**config.mk**
```make
export PLATFORM = sky130hd
export DESIGN_NAME = ccip_va_vc_scheduler_flat
export DESIGN_NICKNAME = d
export VERILOG_FILES = /design/src/rtl/ccip_va_vc_scheduler_if.sv /design/src/rtl/ccip_va_vc_scheduler.sv /design/src/flat_wrapper.sv
export SDC_FILE = /design/constraint.sdc
export NUM_CORES = 1
export LEC_CHECK = 0
export ABC_CLOCK_PERIOD_IN_PS = 9250
export BUFFER_PORTS_ARGS = -buffer_cell sky130_fd_sc_hd__buf_2
export CORE_ASPECT_RATIO = 1.1
export CORE_MARGIN = 2
export CORE_UTILIZATION = 23
export DETAILED_ROUTE_END_ITERATION = 8
export GPL_ROUTABILITY_DRIVEN = 0
export RECOVER_POWER = 25
export SYNTH_ARGS = -nofsm -noshare
export SYNTH_HDL_FRONTEND = slang
export SYNTH_SLANG_ARGS = --single-unit
```
**constraint.sdc**
```tcl
create_clock -name clk -period 9.25 [get_ports clk]
set_clock_uncertainty 0.1 [all_clocks]
set_input_delay 1.3875 -clock clk [delete_from_list [all_inputs] [get_ports clk]]
set_output_delay 1.3875 -clock clk [all_outputs]
set_load 0.03 [all_outputs]
```
**src/rtl/ccip_va_vc_scheduler_if.sv**
```systemverilog
// AFU TX request / grant / RX response bundle between the AFU-side driver and
// the VC scheduler. The master drives requests and responses; the scheduler
// (slave) returns ready, grants and its credit state.
interface ccip_va_vc_scheduler_if #(
  parameter int CNT_WIDTH = 8
);
  logic                   req_valid;
  logic                   req_ready;
  logic [1:0]             req_type;
  logic [1:0]             req_vc;
  logic                   req_sop;
  logic [1:0]             req_len;
  logic                   grant_valid;
  logic [1:0]             grant_vc;
  logic                   rsp_valid;
  logic [1:0]             rsp_vc;
  logic [3*CNT_WIDTH-1:0] outstanding;
  logic                   underflow_err;

  modport master (
    output req_valid, req_type, req_vc, req_sop, req_len, rsp_valid, rsp_vc,
    input  req_ready, grant_valid, grant_vc, outstanding, underflow_err
  );

  modport slave (
    input  req_valid, req_type, req_vc, req_sop, req_len, rsp_valid, rsp_vc,
    output req_ready, grant_valid, grant_vc, outstanding, underflow_err
  );
endinterface

```
**src/rtl/ccip_va_vc_scheduler.sv**
```systemverilog
// CCI-P VC scheduler: resolves VA requests onto VL0/VH0/VH1 with a weighted
// round-robin {VL0,VH0,VL0,VH1}, enforces per-VC outstanding-CL credit,
// locks the VC across multi-CL write bursts and holds fences until every VC
// has drained. Grants are registered one cycle after acceptance.
module ccip_va_vc_scheduler #(
  parameter int MAX_OUTSTANDING = 64,
  parameter int CNT_WIDTH       = 8
) (
  input logic                      clk,
  input logic                      rst,
  ccip_va_vc_scheduler_if.slave    bus
);

  typedef enum logic [1:0] {
    S_IDLE        = 2'd0,
    S_MCL_LOCK    = 2'd1,
    S_FENCE_DRAIN = 2'd2
  } state_e;

  typedef enum logic [1:0] {
    REQ_RD    = 2'd0,
    REQ_WR    = 2'd1,
    REQ_FENCE = 2'd2,
    REQ_RSVD  = 2'd3
  } req_type_e;

  localparam int CW1 = CNT_WIDTH + 1;

  state_e              state;
  req_type_e           req_t;
  logic [CNT_WIDTH-1:0] cnt [3];
  logic [CNT_WIDTH-1:0] inc [3];
  logic [2:0]          rsp_hit;
  logic [1:0]          rr_ptr;
  logic [1:0]          rr_ptr_nxt;
  logic [1:0]          beats_left;
  logic [1:0]          lock_vc;
  logic [2:0]          k_cls;
  logic [2:0]          cost;
  logic [3:0]          elig;
  logic                all_zero;
  logic                ready;
  logic                accept;
  logic [1:0]          sel_vc;
  logic [1:0]          va_vc;
  logic [1:0]          slot_idx [4];
  logic [1:0]          slot_vc  [4];
  logic                grant_valid_q;
  logic [1:0]          grant_vc_q;
  logic                underflow_q;

  // Weighted pattern: VL0 gets two of every four slots.
  function automatic logic [1:0] pattern_vc(input logic [1:0] slot);
    case (slot)
      2'd0:    return 2'd1;
      2'd1:    return 2'd2;
      2'd2:    return 2'd1;
      default: return 2'd3;
    endcase
  endfunction

  assign req_t    = req_type_e'(bus.req_type);
  assign k_cls    = {1'b0, bus.req_len} + 3'd1;
  assign all_zero = (cnt[0] == '0) && (cnt[1] == '0) && (cnt[2] == '0);
  assign va_vc    = (bus.req_vc == 2'd0) ? 2'd1 : bus.req_vc;

  // Per-VC eligibility from registered counters; index 0 (VA) is never eligible.
  always_comb begin
    elig = '0;
    for (int i = 0; i < 3; i++) begin
      elig[i+1] = ({1'b0, cnt[i]} + CW1'(k_cls)) <= CW1'(MAX_OUTSTANDING);
    end
  end

  // Round-robin scan order starting at the pointer.
  always_comb begin
    for (int s = 0; s < 4; s++) begin
      slot_idx[s] = rr_ptr + 2'(s);
      slot_vc[s]  = pattern_vc(slot_idx[s]);
    end
  end

  // Request decode: readiness, resolved VC, credit cost and next RR pointer.
  always_comb begin
    // NOTE: every signal driven here gets a default first, so no path through the case can infer a latch.
    ready      = 1'b0;
    sel_vc     = 2'd1;
    cost       = 3'd0;
    rr_ptr_nxt = rr_ptr;
    case (state)
      S_IDLE: begin
        if (bus.req_valid) begin
          case (req_t)
            REQ_RD, REQ_WR: begin
              if (req_t == REQ_WR && !bus.req_sop) begin
                // Continuation beat with no burst open: a VA beat has no VC to go to.
                if (bus.req_vc != 2'd0) begin
                  ready  = elig[bus.req_vc];
                  sel_vc = bus.req_vc;
                end
              end else begin
                cost = k_cls;
                if (bus.req_vc != 2'd0) begin
                  ready  = elig[bus.req_vc];
                  sel_vc = bus.req_vc;
                end else begin
                  for (int s = 0; s < 4; s++) begin
                    if (!ready && elig[slot_vc[s]]) begin
                      ready      = 1'b1;
                      sel_vc     = slot_vc[s];
                      rr_ptr_nxt = slot_idx[s] + 2'd1;
                    end
                  end
                end
              end
            end
            REQ_FENCE: begin
              ready  = all_zero;
              sel_vc = va_vc;
            end
            default: begin
              ready  = 1'b1;
              sel_vc = va_vc;
            end
          endcase
        end
      end
      S_MCL_LOCK: begin
        if (bus.req_valid && req_t == REQ_WR && !bus.req_sop) begin
          ready  = 1'b1;
          sel_vc = lock_vc;
        end
      end
      S_FENCE_DRAIN: begin
        if (bus.req_valid && req_t == REQ_FENCE) begin
          ready  = all_zero;
          sel_vc = va_vc;
        end
      end
      default: ;
    endcase
  end

  assign bus.req_ready = ready && !rst;
  assign accept        = bus.req_valid && bus.req_ready;

  // Per-VC credit deltas for this cycle.
  always_comb begin
    for (int i = 0; i < 3; i++) begin
      inc[i]     = (accept && sel_vc == 2'(i + 1)) ? CNT_WIDTH'(cost) : '0;
      rsp_hit[i] = bus.rsp_valid && (bus.rsp_vc == 2'(i + 1));
    end
  end

  // Scheduler FSM, RR pointer and registered grant.
  always_ff @(posedge clk) begin
    // NOTE: state elements use non-blocking assignments so every flop samples pre-edge values.
    if (rst) begin
      state         <= S_IDLE;
      rr_ptr        <= 2'd0;
      beats_left    <= 2'd0;
      lock_vc       <= 2'd1;
      grant_valid_q <= 1'b0;
      grant_vc_q    <= 2'd0;
    end else begin
      grant_valid_q <= accept;
      if (accept) grant_vc_q <= sel_vc;
      case (state)
        S_IDLE: begin
          if (accept) begin
            rr_ptr <= rr_ptr_nxt;
            if (req_t == REQ_WR && bus.req_sop && bus.req_len != 2'd0) begin
              state      <= S_MCL_LOCK;
              beats_left <= bus.req_len;
              lock_vc    <= sel_vc;
            end
          end else if (bus.req_valid && req_t == REQ_FENCE) begin
            state <= S_FENCE_DRAIN;
          end
        end
        S_MCL_LOCK: begin
          if (accept) begin
            beats_left <= beats_left - 2'd1;
            if (beats_left == 2'd1) state <= S_IDLE;
          end
        end
        S_FENCE_DRAIN: begin
          if (accept) state <= S_IDLE;
        end
        default: state <= S_IDLE;
      endcase
    end
  end

  // Outstanding-CL counters: charge on accept, release on response, flag underflow.
  always_ff @(posedge clk) begin
    if (rst) begin
      for (int i = 0; i < 3; i++) cnt[i] <= '0;
      underflow_q <= 1'b0;
    end else begin
      for (int i = 0; i < 3; i++) begin
        if (rsp_hit[i] && cnt[i] == '0) begin
          underflow_q <= 1'b1;
          cnt[i]      <= cnt[i] + inc[i];
        end else begin
          cnt[i] <= cnt[i] + inc[i] - CNT_WIDTH'(rsp_hit[i]);
        end
      end
    end
  end

  assign bus.grant_valid   = grant_valid_q;
  assign bus.grant_vc      = grant_vc_q;
  assign bus.outstanding   = {cnt[2], cnt[1], cnt[0]};
  assign bus.underflow_err = underflow_q;

endmodule

```
**src/flat_wrapper.sv**
```systemverilog
// flat-port wrapper written by rule: the top's interface ports become plain ports
module ccip_va_vc_scheduler_flat 
#(
  parameter int MAX_OUTSTANDING = 64,
  parameter int CNT_WIDTH       = 8
)
  (clk, rst, bus_req_valid, bus_req_type, bus_req_vc, bus_req_sop, bus_req_len, bus_rsp_valid, bus_rsp_vc, bus_req_ready, bus_grant_valid, bus_grant_vc, bus_outstanding, bus_underflow_err);
  ccip_va_vc_scheduler_if #(.CNT_WIDTH(CNT_WIDTH)) bus_i ();
  input logic clk;
  input logic rst;
  input wire logic [$bits(bus_i.req_valid)-1:0] bus_req_valid;
  input wire logic [$bits(bus_i.req_type)-1:0] bus_req_type;
  input wire logic [$bits(bus_i.req_vc)-1:0] bus_req_vc;
  input wire logic [$bits(bus_i.req_sop)-1:0] bus_req_sop;
  input wire logic [$bits(bus_i.req_len)-1:0] bus_req_len;
  input wire logic [$bits(bus_i.rsp_valid)-1:0] bus_rsp_valid;
  input wire logic [$bits(bus_i.rsp_vc)-1:0] bus_rsp_vc;
  output wire logic [$bits(bus_i.req_ready)-1:0] bus_req_ready;
  output wire logic [$bits(bus_i.grant_valid)-1:0] bus_grant_valid;
  output wire logic [$bits(bus_i.grant_vc)-1:0] bus_grant_vc;
  output wire logic [$bits(bus_i.outstanding)-1:0] bus_outstanding;
  output wire logic [$bits(bus_i.underflow_err)-1:0] bus_underflow_err;
  assign bus_i.req_valid = bus_req_valid;
  assign bus_i.req_type = bus_req_type;
  assign bus_i.req_vc = bus_req_vc;
  assign bus_i.req_sop = bus_req_sop;
  assign bus_i.req_len = bus_req_len;
  assign bus_i.rsp_valid = bus_rsp_valid;
  assign bus_i.rsp_vc = bus_rsp_vc;
  assign bus_req_ready = bus_i.req_ready;
  assign bus_grant_valid = bus_i.grant_valid;
  assign bus_grant_vc = bus_i.grant_vc;
  assign bus_outstanding = bus_i.outstanding;
  assign bus_underflow_err = bus_i.underflow_err;
  ccip_va_vc_scheduler #(.MAX_OUTSTANDING(MAX_OUTSTANDING), .CNT_WIDTH(CNT_WIDTH)) u_core (.clk(clk), .rst(rst), .bus(bus_i));
endmodule
```
# [After elaboration in Yosys (flattened, before gate mapping)]
# Memories as Yosys holds them, arrays and structs flattened.
# Cells that the tools add are included.
[classes] n_reduce_logical=51 n_eq_ne=26 add_sub_neg=17 n_bitwise=8 mux=105 magnitude_cmp=8
[op_table] cell="$mux 1" n=53
[op_table] cell="$mux 2" n=25
[op_table] cell="$mux 8" n=6
[op_table] cell="$add 8x3->9" n=3
[op_table] cell="$le 9x7->1 const B" n=3
[op_table] cell="$add 8x8->8" n=3
[op_table] cell="$logic_not 8->1" n=3
[op_table] cell="$sub 8x1->8" n=3
[op_table] cell="$logic_and 1x1->1" n=22
[op_table] cell="$mux 3" n=7
[op_table] cell="$eq 2x2->1 const B" n=10
[op_table] cell="$pmux 2 s2" n=5
[op_table] cell="$eq 2x1->1 const B" n=9
[op_table] cell="$lt 2x3->1 const B" n=5
[op_table] cell="$logic_not 2->1" n=7
[op_table] cell="$pmux 2 s3" n=2
[op_table] cell="$bmux 1 s2" n=5
[op_table] cell="$ne 2x1->1 const B" n=5
[op_table] cell="$reduce_or 2->1" n=5
[op_table] cell="$add 2x1->2 const B" n=4
[op_table] cell="$reduce_and 7->1" n=1
[op_table] cell="$or 1x1->1" n=6
[op_table] cell="$reduce_bool 2->1" n=3
[op_table] cell="$logic_not 1->1" n=5
[op_table] cell="13 further kinds" n=15
[word_totals] ram_bits=24 out_inout_bits=29 word_cells=223 register_bits=12 in_bits=13 n_memories=1
[memory_table] memory="u_core.cnt" words=3 word_bits=8 read_ports=3 rd_ports_with_merged_regs=0 wr=3 line_no="ccip_va_vc_scheduler.sv:31" rtl="logic [CNT_WIDTH-1:0] cnt [3];"

# [Depth between registers and ports, before layout]
# Gate-level depths: netlist (run 1).
[logic_depth] ltp_word=42 ltp_mapped=25

# [Least setup slack after synthesis (run 1)]
# Ideal clock, no wire load.
[synth_timing] path_type="input-to-reg" from="in bus_req_len[0]" to="mem u_core.cnt[1][5], data pin" required_time_ps=8884 path_stages=24 setup_ps=266 setup_slack_ps=2471 arrival_time_ps=6413 cell_sequence="inv_1 -> ha_1 -> inv_1 -> fa_1 -> nand4b_1 -> o22ai_1 -> xnor2_1 -> o32ai_4 -> o22ai_2 -> a31o_1 -> nor4b_2 -> a311oi_1 -> a211oi_2 -> and3_1 -> ha_1 -> inv_1 -> fa_1 -> xnor2_1 -> nor2_1 -> nand4_1 -> or4_1 -> o21ai_0 -> xnor2_1 -> nor2_1"
[synth_lines] item="start, declared" line_no="flat_wrapper.sv:15" rtl="input wire logic [$bits(bus_i.req_len)-1:0] bus_req_len;"
[synth_lines] item="end, declared" line_no="ccip_va_vc_scheduler.sv:31"

==> results.md, run 1 <==
- Count of warnings emitted by yosys: 0
- Mean Syn Cell Area: 8.28 µm²
- Post-layout util: 27.3%
- Global-route wire length before repair: 16400 µm
- HPWL Detailed: about 8100 µm
- Grt ovf: 0
- Final setup fails: 0
- Leak Pwr: 1.82 nW
- Worst VDD drop: around 60 µV
- Family with the most delay on the worst path: compound AO/OA/AOI/OAI gates
- CP endpoint kind: flop
- Sequential area share after synthesis: 24.0%
- R2r startpoint: u_core.cnt[2][0]
- Setup WS pre-CTS: roughly 1.5 ns
- Post-synthesis cell area: roughly 4000 µm²
- RSZ-0062 raised after global routing: no
- Placeable Area: 17000 µm²
- Hold_sp: u_core.beats_left[1]
- Placed instance count: ~770
- Power share of the clock group: 32.8%
- Number of flops mapped to enable cells by yosys: 24
- Total Routed Length: around 10000 µm
- Cell internal pwr: approximately 340 µW
- Post-Synth Simple-Gate Area: 26.8%
- Initial antenna violation count: 0
- # IOs: 42
- N_diodes: 0
- Hold Path End: u_core.beats_left[1]
- Hold Path Depth: 2
- Synth Area in XOR/XNOR: under 10%
- Comb pwr share: 28.1%
- Synth-to-layout area growth: 15.9%
- Synth Area in Compound Gates: 19.4%
- Most frequent cells in the layout: 49 x nor2_1, 33 x inv_1, 33 x ha_1
- Pin slew with the least headroom to its limit: roughly 0.75 ns
- Tot Pwr: 509 µW
- Detail Route Antenna Nets: 0
- Synth unique cells: 74
- Outcome: finished clean
- Worst r2r dst: u_core.cnt[1][5]
- Main combinational cell family by area after synthesis: simple AND/OR/NAND/NOR gates
- Sink Count: 36
- Reg2reg path depth: 23
- Nets: 590
- Post-synth ARST share: 0%
- Psw: 173 µW
- Final hold vios: 0
- Pin count of the biggest net entering global routing: 37
- Crit path arrival time: 7.33 ns
- 1st-iter DRT viols: between 200 and 300
- Die ar.: 18500 µm²
- Slew HR: 49.5%
- Fmax: 135 MHz
- Yosys reg bits: 36
- Mux cell area share after synthesis: roughly 2.6%
- CTS tree: done
- DR WL/cell: about 13 µm
- Bufs and invs on worst path: 4
- IO buf count: 41
- CP max-delay cell: fa_1
- CTS Buffer Depth: 2
- Final Max Tran Viols: 0
- Fraction of layout cells with a size suffix above 1: around 11%
- Number of buffers created by CTS: 5
- Non-filler cells, final: 773
- Flop pwr share: 39.1%
- Fin Setup TNS: 0 ns
- Synthesized-area fraction occupied by adder cells: 13.3%
- Setup bufs post-CTS: 0
- CTS root buf: clkbuf_16
- Clk Latency, worst-skew pair: between 0.2 and 0.3 ns
- Gr usage total: 11.0%
- Largest stage delay on the critical path: between 0.5 and 0.6 ns
- Die width: 130 µm
- Most used DFF post-synth: edfxtp_1
- Router iterations before antenna repair: 5
- Cell Pwr Density: 110 nW/µm²
- PnR worst setup slack: 1.83 ns
- Most common cell after layout, fill and taps aside: nor2_1
- Drc violations: 0
- Hold buffers post-CTS: 0
- # H-tree levels: 2
- Max-Cap Viols: 0
- Element type at the critical path start: primary input
- Hold Path Class: flop to flop
- Clock Pin Slew Worst Setup and Hold Paths: approximately 0.060 ns
- Final worst-path cycle share: around 80%
- Net Sw Frac: roughly a third
- Core Rows: 50
- Crit Path Max Fanout: 10
- Final min period: 7.42 ns
- DR vias/cell: ~4.7
- Cell count after synthesis: between 400 and 500
- Die Height: 142 µm
- CP required: ~9.2 ns
- Starting Density: 23.5%
- Setup CP Type: primary input to flop
- Routed vias: ~3.6k
- Reg2Reg Setup Slack: 3.24 ns
- Vias in the first global route: between 3k and 4k
- Post-CTS Resized: 0
- FILL cells: around 1.9k
## layout make-up
class                           instances  area, µm²  share of cell area, %
Clock inverter                          1       3.75                 0.0809
Inverter                               34        128                   2.75
Sequential cell                        36        961                   20.7
Multi-Input combinational cell        419       2930                   63.1
Timing Repair Buffer                   42        194                   4.18
Clock buffer                            7        133                   2.86
Tap cell                              234        293                   6.31
## state kept, by name (all words and copies together) (netlist names)
signal                    cells
u_core.beats_left             2
u_core.bus.grant_valid        1
u_core.bus.grant_vc           2
u_core.bus.underflow_err      1
u_core.cnt                   24
u_core.lock_vc                2
u_core.rr_ptr                 2
u_core.state                  2
## tightest hold or removal path: stages, from the launching register on
cell and delay (ns):
dfxtp_1 0.30, o21ai_0 0.07, a21oi_1 0.06
## per-stage QoR
stage                     instance area, µm²  hold slack (ns)
after CTS                               4660            0.373
after global routing                    4640            0.406
after detailed placement                4520            0.364
final                                   4640            0.374
after floorplan                         4090            0.342
after global placement                  4520            0.362
## how the worst max path moves through the flow
stage,from,depth (start not counted),endpoint,slack [ns]
final,bus_req_len[0],25,u_core.cnt[1][5],1.83
after global placement,bus_req_len[0],25,u_core.cnt[1][5],1.75
after global routing,bus_req_len[0],25,u_core.cnt[1][4],1.32
after floorplan,bus_req_len[0],24,u_core.cnt[1][5],2.47
after detailed placement,bus_req_len[0],25,u_core.cnt[1][5],1.54
after CTS,bus_req_len[0],25,u_core.cnt[1][5],1.85
## power groups by stage
stage / registers, mW / clock network (mW) / logic (mW)
6_report: 0.199 / 0.167 / 0.143
5_1_grt: 0.201 / 0.177 / 0.159
4_1_cts: 0.199 / 0.174 / 0.145
3_5_place_dp: 0.202 / 0 / 0.144
3_3_place_gp: 0.203 / 0 / 0.143
2_1_floorplan: 0.210 / 0 / 0.0986
## routing by layer
layer | GRT usage, % | part of all wire (%) | wire [µm]
met1 | 14.4 | 46 | 4680
met2 | 18.7 | 48 | 4880
met3 | 1.32 | 3.9 | 391
met4 | 3.51 | 1.6 | 163
met5 | 0 | 0 | 0
## cells in the mapped netlist, types with 3 or more instances
| library cell | instances | area share (%) |
|---|---|---|
| nor2_1 | 49 | 4.6 |
| ha_1 | 33 | 10 |
| inv_1 | 33 | 3.1 |
| nand2_1 | 32 | 3.0 |
| xnor2_1 | 27 | 5.9 |
| a21oi_1 | 25 | 3.1 |
| edfxtp_1 | 24 | 18 |
| nor3_1 | 21 | 2.6 |
| and3_1 | 15 | 2.3 |
| nand3_1 | 15 | 1.9 |
| o21ai_0 | 15 | 1.9 |
| clkbuf_1 | 13 | 1.2 |
| dfxtp_1 | 12 | 6.0 |
| or3_1 | 10 | 1.6 |
| nand2b_1 | 9 | 1.4 |
| nand4_1 | 9 | 1.4 |
| o22ai_1 | 9 | 1.4 |
| xor2_1 | 9 | 2.0 |
| nor2b_1 | 7 | 1.1 |
| a211oi_1 | 6 | 1.1 |
| and2_1 | 6 | 0.94 |
| fa_1 | 6 | 3.0 |
| mux2i_1 | 6 | 1.5 |
| a21o_1 | 5 | 0.94 |
| nand3b_1 | 5 | 0.94 |
| or2_2 | 5 | 0.78 |
| a221oi_1 | 4 | 0.88 |
| a311oi_1 | 4 | 0.88 |
| mux2_2 | 4 | 1.1 |
| nor4_1 | 4 | 0.63 |
| a311o_1 | 3 | 0.75 |
| buf_1 | 3 | 0.28 |
| nor3b_1 | 3 | 0.56 |
| or4_1 | 3 | 0.56 |
## kinds of logic (layout without fill, tap and decap cells)
family                     count (synthesis)  in the layout
muxes                                     10             10
xor gates and xnor gates                  38             38
AOI/OAI and AO/OA                        105            105
and+or+nand+nor                          203            203
buffers and inverters                     51             84
DFF                                       36             36
other                                      1             24
adders and majority gates                 39             39
(Power assumes the default switching activity.)
==> inputs of run 2 (changes only) <==
--- a/config.mk
+++ b/config.mk
@@ -5,7 +5,8 @@
 export SDC_FILE = /design/constraint.sdc
 export NUM_CORES = 1
 export LEC_CHECK = 0
-export ABC_CLOCK_PERIOD_IN_PS = 9250
+export ABC_AREA = 1
+export ABC_CLOCK_PERIOD_IN_PS = 7350
 export BUFFER_PORTS_ARGS = -buffer_cell sky130_fd_sc_hd__buf_2
 export CORE_ASPECT_RATIO = 1.1
 export CORE_MARGIN = 2
==> constraint.sdc (replaced) <==
create_clock -name clk -period 7.35 [get_ports clk]
set_clock_uncertainty 0.1 [all_clocks]
set_input_delay 1.1025 -clock clk [delete_from_list [all_inputs] [get_ports clk]]
set_output_delay 1.1025 -clock clk [all_outputs]
set_load 0.03 [all_outputs]
==> run 2 against run 1 <==
Sequential cell count unchanged. Non-clock buffer count down 1. Critical path depth up 5. Critical endpoint is now u_core.cnt[2][7]. First-iteration DRC count down 30%. Clock power up 28%. Combinational power up 88%. Cell area up 0.78%. Synthesized cell count up 23%. Final cell count up 16%. Worst setup slack worse by 0.80 ns. Via count up 5.3%. Wire length up 3.9%.
==> results.md, run 2 <==
- Outcome: finished clean
- Flop pwr share: 34.6%
- PnR worst setup slack: 1.03 ns
- Most frequent cell after synthesis: nand2_1
- Grt ovf: 0
- Mean Syn Cell Area: 6.72 µm²
- Post-CTS Resized: 0
- Initial antenna violation count: 0
- IO buf count: 41
- Comb pwr share: a little over a third
- Routed vias: about 3.8k
- Final worst-path cycle share: 86.0%
- Drc violations: 0
- Largest area contributor in the netlist: edfxtp_1
- Crit Path Max Fanout: 13
- Cell internal pwr: around 440 µW
- Family with the most delay on the worst path: simple AND/OR/NAND/NOR gates
- Crit path arrival time: roughly 6.3 ns
- Max-Cap Viols: 0
- Placeable Area: 17000 µm²
- RSZ-0062 raised after global routing: no
- CTS tree: done
- Final min period: ~6.3 ns
- Fmax: roughly 160 MHz
- N_diodes: 0
- Placed Area: roughly 4600 µm²
- Synth unique cells: 38
- Count of warnings emitted by yosys: 0
- Global-route wire length before repair: around 17000 µm
- Slew HR: 44.7%
- Fraction of layout cells with a size suffix above 1: between 10% and 20%
- Most common cell after layout, fill and taps aside: nand2_1
- Largest Register: u_core.cnt
- 1st-iter DRT viols: 185
- Detail Route Antenna Nets: 0
- Bufs and invs on worst path: 5
- Yosys reg bits: 36
- # H-tree levels: 2
- Final Max Tran Viols: 0
- DR vias/cell: between 4 and 5
- Final hold vios: 0
- Cell count after synthesis: 595
- Die ar.: 18500 µm²
- Setup bufs post-CTS: 0
- Fin Setup TNS: 0 ns
- Hold Path Class: flop to flop
- Number of buffers created by CTS: 5
- Worst VDD drop: around 73 µV
- Hold buffers post-CTS: 0
- Post-layout util: 27.5%
- DR WL/cell: about 12 µm
- HPWL Detailed: ~8500 µm
- Tot Pwr: 736 µW
- Die width: 130 µm
- Die Height: 142 µm
- Router iterations before antenna repair: 7
- # IOs: 42
- Largest stage delay on the critical path: 0.45 ns
- Share of the synthesized area in the top cell type: 18.0%
- Post-synth ARST share: 0%
- Final setup fails: 0
- Sequential area share after synthesis: between 20% and 30%
- Critical Path Most Common Cell: nand2_1
- Power share of the clock group: between 20% and 30%
- Post-synthesis cell area: 4000 µm²
- Clock Pin Slew Worst Setup and Hold Paths: 0.06 ns
- Fin area: 4680 µm²
- Area contributors post-synth: edfxtp_1 18%, nand2_1 11%, inv_1 11%, ha_1 10%, dfxtp_1 6.0%
- Number of flops mapped to enable cells by yosys: 24
- Nets: 713
- Total Routed Length: 10500 µm
- Max FFs per register: 24
- Pin count of the biggest net entering global routing: 24
- Sink Count: 36
- Vias in the first global route: 3511
- Gr usage total: about an eighth
- Cell Pwr Density: 157 nW/µm²
- Psw: just under 300 µW
- Leak Pwr: 2.21 nW
- Top cells by count, synth: 120 x nand2_1, 113 x inv_1, 56 x nor2_1
- Starting Density: 23.5%
- Core Rows: 50
- Setup WS pre-CTS: 0.787 ns
- CP endpoint kind: flop
- Synth-to-layout area growth: 17.0%
- CP required: around 7.3 ns
- Pin slew with the least headroom to its limit: 0.829 ns
- CTS Buffer Depth: 2
- Most used DFF post-synth: edfxtp_1
- Net Sw Frac: 40.0%
- Clk Latency, worst-skew pair: 0.29 ns
- Most frequent cells in the layout: 120 x nand2_1, 113 x inv_1, 56 x nor2_1
- Element type at the critical path start: primary input
- Setup CP Type: primary input to flop
- CP max-delay cell: fa_1
- CTS root buf: clkbuf_16
## run 2: layout make-up
| cell class | instances | area (µm²) |
|---|---|---|
| flip-flops and latches | 36 | 961 |
| multi-input cells | 459 | 2650 |
| fillers | 1962 | 12300 |
| well taps | 234 | 293 |
| repair buffers | 41 | 186 |
| clock buffers | 5 | 125 |
| inverters | 118 | 443 |
| clock inverters | 3 | 13.8 |
## run 2: worst paths after layout
kind	startpoint	endpoint	slack, ns	depth (start not counted)
worst min register to register	u_core.lock_vc[0]	u_core.lock_vc[0]	0.36	2
worst max register to register	u_core.cnt[0][0]	u_core.cnt[2][7]	1.93	28
worst min-delay path	u_core.lock_vc[0]	u_core.lock_vc[0]	0.36	2
worst max-delay path	bus_req_len[0]	u_core.cnt[2][7]	1.03	30
## run 2: stage by stage
stage | instances | hold slack, ns
2_1_floorplan | 618 | 0.328
3_3_place_gp | 888 | 0.342
3_5_place_dp | 888 | 0.347
4_1_cts | 896 | 0.361
5_1_grt | 896 | 0.402
6_report | 896 | 0.360
## run 2: worst reg2reg max path: cells and delay by family (launching register included)
kind	cells	cell delay, ns
compound gates	3	0.90
xor+xnor	1	0.14
fa+ha+maj	4	1.18
buf+inv	3	0.17
flops	1	0.46
mux	1	0.29
simple gates	16	1.94
## run 2: cells by family after synthesis
logic type	share of synthesized area, %
other cells	0.0938
flops	24.0
xor+xnor	5.04
simple gates	33.6
compound gates	11.9
fa+ha+maj	13.3
mux	0.282
buf+inv	11.7
## run 2: per-layer routing
metal / global-route usage [%] / vias up / routed length, µm
met1: 15.4 / 1728 / 5120
met4: 3.79 / 0 / 185
li1: - / 2032 / -
met5: 0 / - / 0
met3: 1.95 / 8 / 327
met2: 19.3 / 63 / 4870
## run 2: power by group through the flow
stage / clock network, mW / registers (mW) / logic (mW)
2_1_floorplan: 0 / 0.273 / 0.193
3_3_place_gp: 0 / 0.259 / 0.270
3_5_place_dp: 0 / 0.259 / 0.269
4_1_cts: 0.221 / 0.255 / 0.270
5_1_grt: 0.226 / 0.258 / 0.303
6_report: 0.213 / 0.255 / 0.269
==> inputs of run 3 (changes only) <==
--- a/config.mk
+++ b/config.mk
@@ -8,7 +8,7 @@
 export ABC_AREA = 1
 export ABC_CLOCK_PERIOD_IN_PS = 7350
 export BUFFER_PORTS_ARGS = -buffer_cell sky130_fd_sc_hd__buf_2
-export CORE_ASPECT_RATIO = 1.1
+export CORE_ASPECT_RATIO = 1.5
 export CORE_MARGIN = 2
 export CORE_UTILIZATION = 23
 export DETAILED_ROUTE_END_ITERATION = 8
==> run 3 against run 2 <==
Sequential share of layout area is 0.083 points higher. Register-to-register slack worse by 0.05 ns. Maximum frequency is 1.3% lower. Worst setup slack worse by 0.081 ns. Core utilization is 0.40 points lower. Non-clock buffer count stayed put. Sequential power hardly changed. Combinational power hardly changed. First-iteration DRC count is 3.8% lower. Critical path type unchanged. Critical endpoint is now u_core.cnt[1][7]. Largest cell class unchanged. Highest routed layer unchanged.
==> results.md, run 3 (synthesis gave the netlist of run 2 again) <==
- Router iterations before antenna repair: 4
- Synth-to-layout area growth: 16.5%
- Hold Path Class: flop to flop
- CP max-delay cell: fa_1
- Setup CP Type: primary input to flop
- Die ar.: around 18000 µm²
- Psw: 294 µW
- Detail Route Antenna Nets: 0
- Critical Path Most Common Cell: nand2_1
- Cell internal pwr: 454 µW
- CP endpoint kind: flop
- Fmax: 156 MHz
- Power share of the clock group: between 20% and 30%
- Die width: roughly 110 µm
- # H-tree levels: 2
- Starting Density: 23.2%
- Max-Cap Viols: 0
- Final hold vios: 0
- CTS tree: done
- # IOs: 42
- Placed instance count: between 800 and 900
- DR WL/cell: 12.4 µm
- Final worst-path cycle share: 87.1%
- Most frequent cells in the layout: 120 x nand2_1, 113 x inv_1, 56 x nor2_1
- CTS Buffer Depth: 2
- Fraction of layout cells with a size suffix above 1: 11.8%
- Outcome: finished clean
- Max FFs per register: 24
- CTS root buf: clkbuf_16
- Post-CTS Resized: 0
- Global-route wire length before repair: 18100 µm
- Final Max Tran Viols: 0
- Total Routed Length: 10900 µm
- Crit path arrival time: 6.34 ns
- Pin count of the biggest net entering global routing: 24
- Nets: about 700
- Largest Register: u_core.cnt
- FILL cells: 1910
- DR vias/cell: 4.49
- R2r startpoint: u_core.cnt[0][0]
- Tot Pwr: 747 µW
- Core Rows: 59
- Reg2Reg Setup Slack: 1.88 ns
- Cell Pwr Density: 160 nW/µm²
- Gr usage total: 12.1%
- Clk Latency, worst-skew pair: 0.28 ns
- Drc violations: 0
- Die Height: 165 µm
- Non-filler cells, final: roughly 880
- Leak Pwr: 2.21 nW
- HPWL Detailed: 9070 µm
- Hold_sp: u_core.lock_vc[0]
- Worst r2r dst: u_core.cnt[1][7]
- Number of buffers created by CTS: 5
- Post-layout util: a little over a quarter
- Placeable Area: between 15000 and 20000 µm²
- Flop pwr share: between 30% and 40%
- Setup bufs post-CTS: 0
- Final min period: 6.40 ns
- RSZ-0062 raised after global routing: no
- Sink Count: 36
- Fin Setup TNS: 0 ns
- Crit Path Max Fanout: 13
- Hold buffers post-CTS: 0
- Pin slew with the least headroom to its limit: 0.856 ns
- Largest stage delay on the critical path: 0.46 ns
- Comb pwr share: a little over a third
- Initial antenna violation count: 0
- Element type at the critical path start: primary input
- Routed vias: about 3.9k
- Hold Path Depth: 2
- N_diodes: 0
- CP required: 7.28 ns
- Reg2reg path depth: 31
- Slew HR: 42.9%
- Net Sw Frac: 39.3%
- IO buf count: between 40 and 50
- Worst VDD drop: 90.2 µV
- Hold Path End: u_core.lock_vc[0]
- Most common cell after layout, fill and taps aside: nand2_1
- Clock Pin Slew Worst Setup and Hold Paths: 0.06 ns
- Vias in the first global route: 3927
- Final setup fails: 0
- 1st-iter DRT viols: approximately 180
- Grt ovf: 0
[run 3: stage by stage]
step,setup slack (ns),hold WS [ns],instance area [µm²]
floorplan,1.56,0.328,4080
global placement,0.713,0.337,4530
finish,0.947,0.358,4660
CTS,0.912,0.359,4680
global route,0.358,0.404,4660
detailed placement,0.621,0.346,4530
[run 3: worst max-delay path by stage]
| stage | startpoint | end | slack (ns) | depth (start not counted) |
|---|---|---|---|---|
| 3_3_place_gp | bus_req_len[0] | u_core.cnt[1][7] | 0.71 | 33 |
| 3_5_place_dp | bus_req_len[0] | u_core.cnt[1][7] | 0.62 | 33 |
| 2_1_floorplan | bus_req_len[0] | u_core.cnt[1][7] | 1.56 | 33 |
| 6_report | bus_req_len[0] | u_core.cnt[1][7] | 0.95 | 33 |
| 4_1_cts | bus_req_len[0] | u_core.cnt[1][7] | 0.91 | 33 |
| 5_1_grt | bus_req_len[0] | u_core.cnt[1][7] | 0.36 | 33 |
[run 3: routing by layer]
layer	global-route usage (%)	vias to the layer above	routed length, µm
li1	-	2041	-
met5	0	-	0
met1	12.8	1799	4470
met3	1.17	23	218
met2	23.5	67	5740
met4	6.40	0	428
[run 3: worst max-delay path, delay by kind of cell]
kind / cells / cell delay (ns)
compound gates: 4 / 0.85
xor+xnor: 1 / 0.17
fa+ha+maj: 4 / 1.40
buf+inv: 5 / 0.48
simple gates: 19 / 2.32
[run 3: area by class of cell]
class                      count  area, µm²  area share (%)
clock buffer                   8        146            3.14
inverter                     118        443            9.51
multi-input combinational    459       2650            57.0
sequential                    36        961            20.6
tap                          213        267            5.72
timing repair buffer          41        186            4.00
[run 3: power groups by stage]
| stage | Combinational (mW) | Sequential (mW) | Clock (mW) |
|---|---|---|---|
| after CTS | 0.275 | 0.255 | 0.227 |
| after detailed placement | 0.273 | 0.259 | 0 |
| after global placement | 0.274 | 0.260 | 0 |
| final | 0.272 | 0.255 | 0.221 |
| after floorplan | 0.193 | 0.273 | 0 |
| after global routing | 0.310 | 0.257 | 0.234 |
